--- src/rtl/rand_pkg.sv ---
// Shared types and helpers for the random sample reader and its health tests.
package rand_pkg;

    typedef enum logic [1:0] {
        STARTUP = 2'd0,
        RUN     = 2'd1,
        FAILED  = 2'd2
    } fsm_t;

    // Bits needed to hold any value in 0..max_val.
    function automatic int cnt_w(input int max_val);
        return (max_val < 2) ? 1 : $clog2(max_val + 1);
    endfunction

endpackage

--- src/rtl/rand_health_test.sv ---
// Online repetition-count and adaptive-proportion tests on raw samples.
// fail is combinational on the current sample; the parent registers it.
module rand_health_test
    import rand_pkg::*;
#(
    parameter int WIDTH      = 12,
    parameter int RCT_CUTOFF = 8,
    parameter int APT_WINDOW = 64,
    parameter int APT_CUTOFF = 16
) (
    input  logic             clk,
    input  logic             reset,
    input  logic             enable,
    input  logic [WIDTH-1:0] sample,
    output logic             fail
);

    localparam int RW = cnt_w(RCT_CUTOFF);
    localparam int AW = cnt_w(APT_CUTOFF);
    localparam int PW = cnt_w(APT_WINDOW - 1);

    logic [WIDTH-1:0] prev_sample;
    logic [WIDTH-1:0] ref_sample;
    logic [RW-1:0]    rct_cnt;
    logic [RW-1:0]    rct_next;
    logic [AW-1:0]    apt_cnt;
    logic [AW-1:0]    apt_next;
    logic [PW-1:0]    apt_pos;

    // rct_cnt == 0 only before the first sample, so it doubles as "no previous".
    always_comb begin
        rct_next = RW'(1);
        if (rct_cnt != '0 && sample == prev_sample)
            rct_next = (rct_cnt == RW'(RCT_CUTOFF)) ? rct_cnt : rct_cnt + RW'(1);

        apt_next = AW'(1);
        if (apt_pos != '0) begin
            if (sample == ref_sample)
                apt_next = (apt_cnt == AW'(APT_CUTOFF)) ? apt_cnt : apt_cnt + AW'(1);
            else
                apt_next = apt_cnt;
        end

        fail = enable && ((rct_next >= RW'(RCT_CUTOFF)) || (apt_next >= AW'(APT_CUTOFF)));
    end

    always_ff @(posedge clk) begin
        if (reset) begin
            prev_sample <= '0;
            ref_sample  <= '0;
            rct_cnt     <= '0;
            apt_cnt     <= '0;
            apt_pos     <= '0;
        end else if (enable) begin
            prev_sample <= sample;
            rct_cnt     <= rct_next;
            apt_cnt     <= apt_next;
            if (apt_pos == '0)
                ref_sample <= sample;
            apt_pos <= (apt_pos == PW'(APT_WINDOW - 1)) ? '0 : apt_pos + PW'(1);
        end
    end

endmodule

--- src/rtl/rand_sample_reader.sv ---
// Reads generator samples, discards a startup block, packs words for a
// valid/ready consumer and latches a sticky alarm on any health-test trip.
//   state   | meaning
//   STARTUP | discarding the first STARTUP_SAMPLES samples
//   RUN     | packing samples into output words
//   FAILED  | health test tripped; output frozen until reset
module rand_sample_reader
    import rand_pkg::*;
#(
    parameter int WIDTH           = 12,
    parameter int WORDS           = 2,
    parameter int STARTUP_SAMPLES = 64,
    parameter int RCT_CUTOFF      = 8,
    parameter int APT_WINDOW      = 64,
    parameter int APT_CUTOFF      = 16
) (
    input  logic                   clk,
    input  logic                   reset,
    input  logic [WIDTH-1:0]       state,
    output logic [WIDTH*WORDS-1:0] data,
    output logic                   valid,
    input  logic                   ready,
    output logic                   alarm,
    output logic                   running
);

    localparam int OUT_WIDTH = WIDTH * WORDS;
    localparam int SW        = cnt_w(STARTUP_SAMPLES - 1);
    localparam int KW        = cnt_w(WORDS - 1);

    fsm_t                 fsm;
    logic [SW-1:0]        startup_cnt;
    logic [KW-1:0]        word_idx;
    logic [OUT_WIDTH-1:0] pack_buf;
    logic [OUT_WIDTH-1:0] word_next;
    logic                 trip;

    rand_health_test #(
        .WIDTH      (WIDTH),
        .RCT_CUTOFF (RCT_CUTOFF),
        .APT_WINDOW (APT_WINDOW),
        .APT_CUTOFF (APT_CUTOFF)
    ) u_health (
        .clk    (clk),
        .reset  (reset),
        .enable (fsm != FAILED),
        .sample (state),
        .fail   (trip)
    );

    always_comb begin
        word_next = pack_buf;
        word_next[word_idx*WIDTH +: WIDTH] = state;
    end

    always_ff @(posedge clk) begin
        if (reset) begin
            fsm         <= STARTUP;
            startup_cnt <= '0;
            word_idx    <= '0;
            pack_buf    <= '0;
            data        <= '0;
            valid       <= 1'b0;
            alarm       <= 1'b0;
            running     <= 1'b0;
        end else if (fsm != FAILED && trip) begin
            // A trip beats a same-edge transfer: the pending word is dropped.
            fsm      <= FAILED;
            alarm    <= 1'b1;
            valid    <= 1'b0;
            running  <= 1'b0;
            word_idx <= '0;
            pack_buf <= '0;
        end else begin
            case (fsm)
                STARTUP: begin
                    if (startup_cnt == SW'(STARTUP_SAMPLES - 1)) begin
                        fsm     <= RUN;
                        running <= 1'b1;
                    end else begin
                        startup_cnt <= startup_cnt + SW'(1);
                    end
                end
                RUN: begin
                    if (valid) begin
                        if (ready)
                            valid <= 1'b0;
                    end else if (word_idx == KW'(WORDS - 1)) begin
                        data     <= word_next;
                        valid    <= 1'b1;
                        word_idx <= '0;
                    end else begin
                        pack_buf <= word_next;
                        word_idx <= word_idx + KW'(1);
                    end
                end
                default: ;
            endcase
        end
    end

endmodule

--- config.mk ---
export PLATFORM = sky130hd
export DESIGN_NAME = rand_sample_reader
export DESIGN_NICKNAME = d
export VERILOG_FILES = /design/src/rtl/rand_pkg.sv /design/src/rtl/rand_health_test.sv /design/src/rtl/rand_sample_reader.sv
export SDC_FILE = /design/constraint.sdc
export NUM_CORES = 1
export LEC_CHECK = 0
export CORE_UTILIZATION = 45
export CTS_CLUSTER_SIZE = 14
export DETAILED_ROUTE_END_ITERATION = 8
export HOLD_SLACK_MARGIN = 0.02
export PLACE_DENSITY_LB_ADDON = 0.3
export SYNTH_ARGS = -nofsm -noshare
export SYNTH_HDL_FRONTEND = slang
export SYNTH_HIERARCHICAL = 1
export SYNTH_SLANG_ARGS = --single-unit
--- constraint.sdc ---
create_clock -name clk -period 5.11 [get_ports clk]
set_input_delay 1.2775 -clock clk [delete_from_list [all_inputs] [get_ports clk]]
set_output_delay 1.2775 -clock clk [all_outputs]
set_load 0.02 [all_outputs]
==> report_table.html <==
<table>
<tr><th>Metric</th><th>Value</th></tr>
<tr><th colspan="2">Run status</th></tr>
<tr><td>Result of the run</td><td>completed</td></tr>
<tr><th colspan="2">Clocking</th></tr>
<tr><td>Clock slew at the register clock pins of the worst setup and hold paths</td><td>0.09 ns</td></tr>
<tr><td>Count of instances resized after the clock tree is built</td><td>0</td></tr>
<tr><td>CTS tree</td><td>built</td></tr>
<tr><td>Root Buffer Master</td><td>clkbuf_8</td></tr>
<tr><td>Total setup buffers inserted after CTS</td><td>0</td></tr>
<tr><td>H-tree lvl count</td><td>3</td></tr>
<tr><td>Count of hold buffers inserted by post-cts repair</td><td>0</td></tr>
<tr><td>Number of sinks driven by the clock tree</td><td>86</td></tr>
<tr><td>Clk_lat worst skew</td><td>0.36 ns</td></tr>
<tr><td>Total clock buffers created by CTS</td><td>9</td></tr>
<tr><td>Buffer depth of the longest clock path</td><td>2</td></tr>
<tr><th colspan="2">Global routing</th></tr>
<tr><td>Total congestion overflow</td><td>0</td></tr>
<tr><td>Maximum number of pins on one net before global-route repair</td><td>48</td></tr>
<tr><td>Global-route wire length before repair</td><td>13810 um</td></tr>
<tr><td>Antenna violations before repair</td><td>0</td></tr>
<tr><td>All-Layer GR Usage</td><td>20.20%</td></tr>
<tr><td>Number of global-route vias before repair</td><td>2914</td></tr>
<tr><th colspan="2">Layout</th></tr>
<tr><td>Cell Count, Final, Fillers Out</td><td>578</td></tr>
<tr><td>Cell area after layout</td><td>4491 um^2</td></tr>
<tr><td>Final #Nets</td><td>490</td></tr>
<tr><td>Count of inserted antenna diode cells</td><td>0</td></tr>
<tr><td>Share of the core filled with cells</td><td>54.65%</td></tr>
<tr><td>Layout Area Growth over Synthesis</td><td>16.98%</td></tr>
<tr><td>Share of cells above drive strength 1</td><td>7.822%</td></tr>
<tr><th colspan="2">Power and ir drop</th></tr>
<tr><td>Switching fraction of total power</td><td>26.15%</td></tr>
<tr><td>Power Density</td><td>295.8 nW/um^2</td></tr>
<tr><td>Sequential cell fraction of total power</td><td>53.2%</td></tr>
<tr><td>Internal power of the cells</td><td>0.9808 mW</td></tr>
<tr><td>Share of power burned in the clock network</td><td>37.0%</td></tr>
<tr><td>PnR Total Power</td><td>1.328 mW</td></tr>
<tr><td>Total net switching power</td><td>0.3473 mW</td></tr>
<tr><td>Pleak</td><td>1.685 nW</td></tr>
<tr><td>Share of total power in combinational logic</td><td>9.8%</td></tr>
<tr><td>Maximum vdd ir drop</td><td>149.7 uV</td></tr>
<tr><th colspan="2">Synthesis</th></tr>
<tr><td>Most frequently used flop master after synthesis</td><td>dfxtp_1</td></tr>
<tr><td>Number of storage elements in the synthesis netlist</td><td>86</td></tr>
<tr><td>Synth area leaders</td><td>dfxtp_1 45%, nand2_1 8.2%, mux2i_1 7.0%</td></tr>
<tr><td>Average footprint of a synthesized cell</td><td>8.825 um^2</td></tr>
<tr><td>Gate count of the mapped netlist</td><td>435</td></tr>
<tr><td>Number of distinct library cell variants in the gate-level netlist after synthesis</td><td>50</td></tr>
<tr><td>Post-synth design cell area</td><td>3839 um^2</td></tr>
<tr><td>Sequential element share of the synthesized area</td><td>44.85%</td></tr>
<tr><td>Net count after synthesis</td><td>457</td></tr>
<tr><td>Fraction of registers with async set/reset</td><td>0%</td></tr>
<tr><td>Top-area cell type share of the netlist area</td><td>44.85%</td></tr>
<tr><td>Synth warnings</td><td>6</td></tr>
<tr><td>Most instantiated cells after synthesis</td><td>86 x dfxtp_1, 84 x nand2_1, 46 x a21oi_1</td></tr>
<tr><td>Cell with the most instances after synthesis</td><td>dfxtp_1</td></tr>
<tr><td>Number of flops mapped to enable cells by yosys</td><td>0</td></tr>
<tr><td>Top cell type by total area after synthesis</td><td>dfxtp_1</td></tr>
<tr><th colspan="2">STA</th></tr>
<tr><td>Total count of max-transition violations in the final report</td><td>0</td></tr>
<tr><td>Worst Tran Pin Value</td><td>0.8807 ns</td></tr>
<tr><td>Post-route setup TNS</td><td>0 ns</td></tr>
<tr><td>RSZ-0062 raised after global routing</td><td>false</td></tr>
<tr><td>Setup clock skew after layout</td><td>0.01039 ns</td></tr>
<tr><td>Headroom to the max-slew limit</td><td>41.28%</td></tr>
<tr><td># setup viols final</td><td>0</td></tr>
<tr><td>Fin crit period</td><td>3.916 ns</td></tr>
<tr><td>Final Hold Viols</td><td>0</td></tr>
<tr><td>Final critical-path share of the clock period</td><td>76.63%</td></tr>
<tr><td>Max Clock Freq</td><td>255.4 MHz</td></tr>
<tr><th colspan="2">Floorplan</th></tr>
<tr><td>Overall die height</td><td>94.36 um</td></tr>
<tr><td>Area enclosed by the die boundary</td><td>8904 um^2</td></tr>
<tr><td>Number of cell rows</td><td>33</td></tr>
<tr><td>Floorplan Core Area</td><td>8217 um^2</td></tr>
<tr><td>I/O pin total</td><td>42</td></tr>
<tr><td>Die X</td><td>94.36 um</td></tr>
<tr><td>Initial Utilization</td><td>46.72%</td></tr>
<tr><th colspan="2">Critical path</th></tr>
<tr><td>Worst Path Class, Setup</td><td>in -&gt; reg</td></tr>
<tr><td>Worst-case reg-to-reg path depth</td><td>6</td></tr>
<tr><td>Max FO, Critical Path</td><td>24</td></tr>
<tr><td>Worst endpoint data arrival time</td><td>4.19 ns</td></tr>
<tr><td>Element type at the critical path start</td><td>input port</td></tr>
<tr><td>Required time of the worst setup path</td><td>5.39 ns</td></tr>
<tr><td>Setup crit end kind</td><td>flip-flop</td></tr>
<tr><th colspan="2">Routing</th></tr>
<tr><td>Via/cell ratio</td><td>5.349</td></tr>
<tr><td>Routed WL per cell</td><td>14.18 um</td></tr>
<tr><td>Total wirelength of the detailed-routed design</td><td>8198 um</td></tr>
<tr><td>Number of antenna-violating nets in the routed design</td><td>0</td></tr>
<tr><td>DRT iter0 DRCs</td><td>172</td></tr>
<tr><td>Total number of vias</td><td>3092</td></tr>
<tr><td>Pre-antenna DRT Iters</td><td>5</td></tr>
<tr><td>Residual DRC count</td><td>0</td></tr>
<tr><th colspan="2">Place</th></tr>
<tr><td>Cell total after placement</td><td>562</td></tr>
<tr><td>Global placement routability congestion</td><td>0.7679</td></tr>
<tr><td>Detailed Place HPWL</td><td>5601 um</td></tr>
<tr><td>Port Buf Inserts</td><td>41</td></tr>
<tr><td>Instance area after placement</td><td>4287 um^2</td></tr>
<tr><th colspan="2">Worst hold path</th></tr>
<tr><td>Hold WC Path Type</td><td>reg -&gt; reg</td></tr>
<tr><td>Hold-critical path depth</td><td>2</td></tr>
<tr><th colspan="2">Run</th></tr>
<tr><td>Count of maximum capacitance violations</td><td>0</td></tr>
</table>
cell families (layout without fill, tap and decap cells):
kind of cell | count (synthesis) | in the layout | share of synthesized area [%]
adders and majority gates | 7 | 7 | 2.282
xor gates and xnor gates | 31 | 31 | 7.660
AOI/OAI and AO/OA | 64 | 64 | 9.289
muxes | 29 | 29 | 7.627
buffers and inverters | 28 | 66 | 3.488
and+or+nand+nor | 190 | 190 | 24.80
DFF | 86 | 86 | 44.85
area by class of cell:
class	instances	area, um^2
inverter	6	22.52
timing repair buffer	44	427.9
clock buffer	9	123.9
multi-input combinational	321	1983
clock inverter	7	80.08
tap	105	131.4
sequential	86	1722
fill	747	3726
metal layers:
layer	part of all wire (%)	wire [um]	vias to the layer above	track usage, %
met3	4.9	402	8	4.187
met5	0	0	-	0
met2	49	4037	70	34.00
li1	-	-	1533	-
met1	45	3686	1481	25.30
met4	0.88	72	0	7.692
placed cells by master, fill, tap and decap left out, types with 4 or more instances in the layout:
cell type / netlist / routed
a21oi_1: 46 / 46
a31oi_1: 4 / 4
and2_1: 4 / 4
clkbuf_8: 0 / 9
clkdlybuf4s50_1: 0 / 40
dfxtp_1: 86 / 86
ha_1: 7 / 7
inv_1: 6 / 6
mux2i_1: 27 / 27
nand2_1: 84 / 84
nand2b_1: 7 / 7
nand3_1: 12 / 12
nand4_1: 8 / 8
nor2_1: 41 / 41
nor4_2: 4 / 4
xnor2_1: 23 / 23
xor2_1: 5 / 5
power groups by stage:
stage / clock [mW] / sequential, mW / combinational [mW]
2_1_floorplan: 0 / 0.719 / 0.0945
3_3_place_gp: 0 / 0.721 / 0.127
3_5_place_dp: 0 / 0.722 / 0.130
4_1_cts: 0.510 / 0.706 / 0.131
5_1_grt: 0.542 / 0.709 / 0.143
6_report: 0.492 / 0.706 / 0.130
state kept, by name, indices dropped and copies added (netlist names), 4 cells and up:
name and count:
data 24, pack_buf 12, u_health/prev_sample 12, u_health/ref_sample 12, startup_cnt 6, u_health/apt_pos 6
u_health/apt_cnt 5, u_health/rct_cnt 4
through the flow:
stage	setup WS (ns)	hold slack, ns
after detailed placement	0.7771	0.4464
after global placement	0.9057	0.4432
final	1.194	0.4544
after CTS	1.154	0.4588
after global routing	0.9490	0.4719
after floorplan	1.998	0.4321
final timing paths:
check / from / endpoint / slack, ns
max: state[7] / data[4]$_SDFFE_PP0P_ / 1.19
min: pack_buf[7]$_SDFFE_PP0P_ / data[7]$_SDFFE_PP0P_ / 0.45
max reg2reg: fsm[0]$_SDFFE_PP0P_ / data[4]$_SDFFE_PP0P_ / 2.36
min reg2reg: pack_buf[7]$_SDFFE_PP0P_ / data[7]$_SDFFE_PP0P_ / 0.45
critical path, stage by stage:
cell             delay, ns
clkdlybuf4s50_1       0.57
xnor2_1               0.34
nand4_1               0.16
nor4_2                0.32
mux2i_1               0.27
a31o_1                0.27
or2_1                 0.65
nand2_1               0.13
a21oi_1               0.18
No activity file was read; power rests on OpenSTA's default activity.
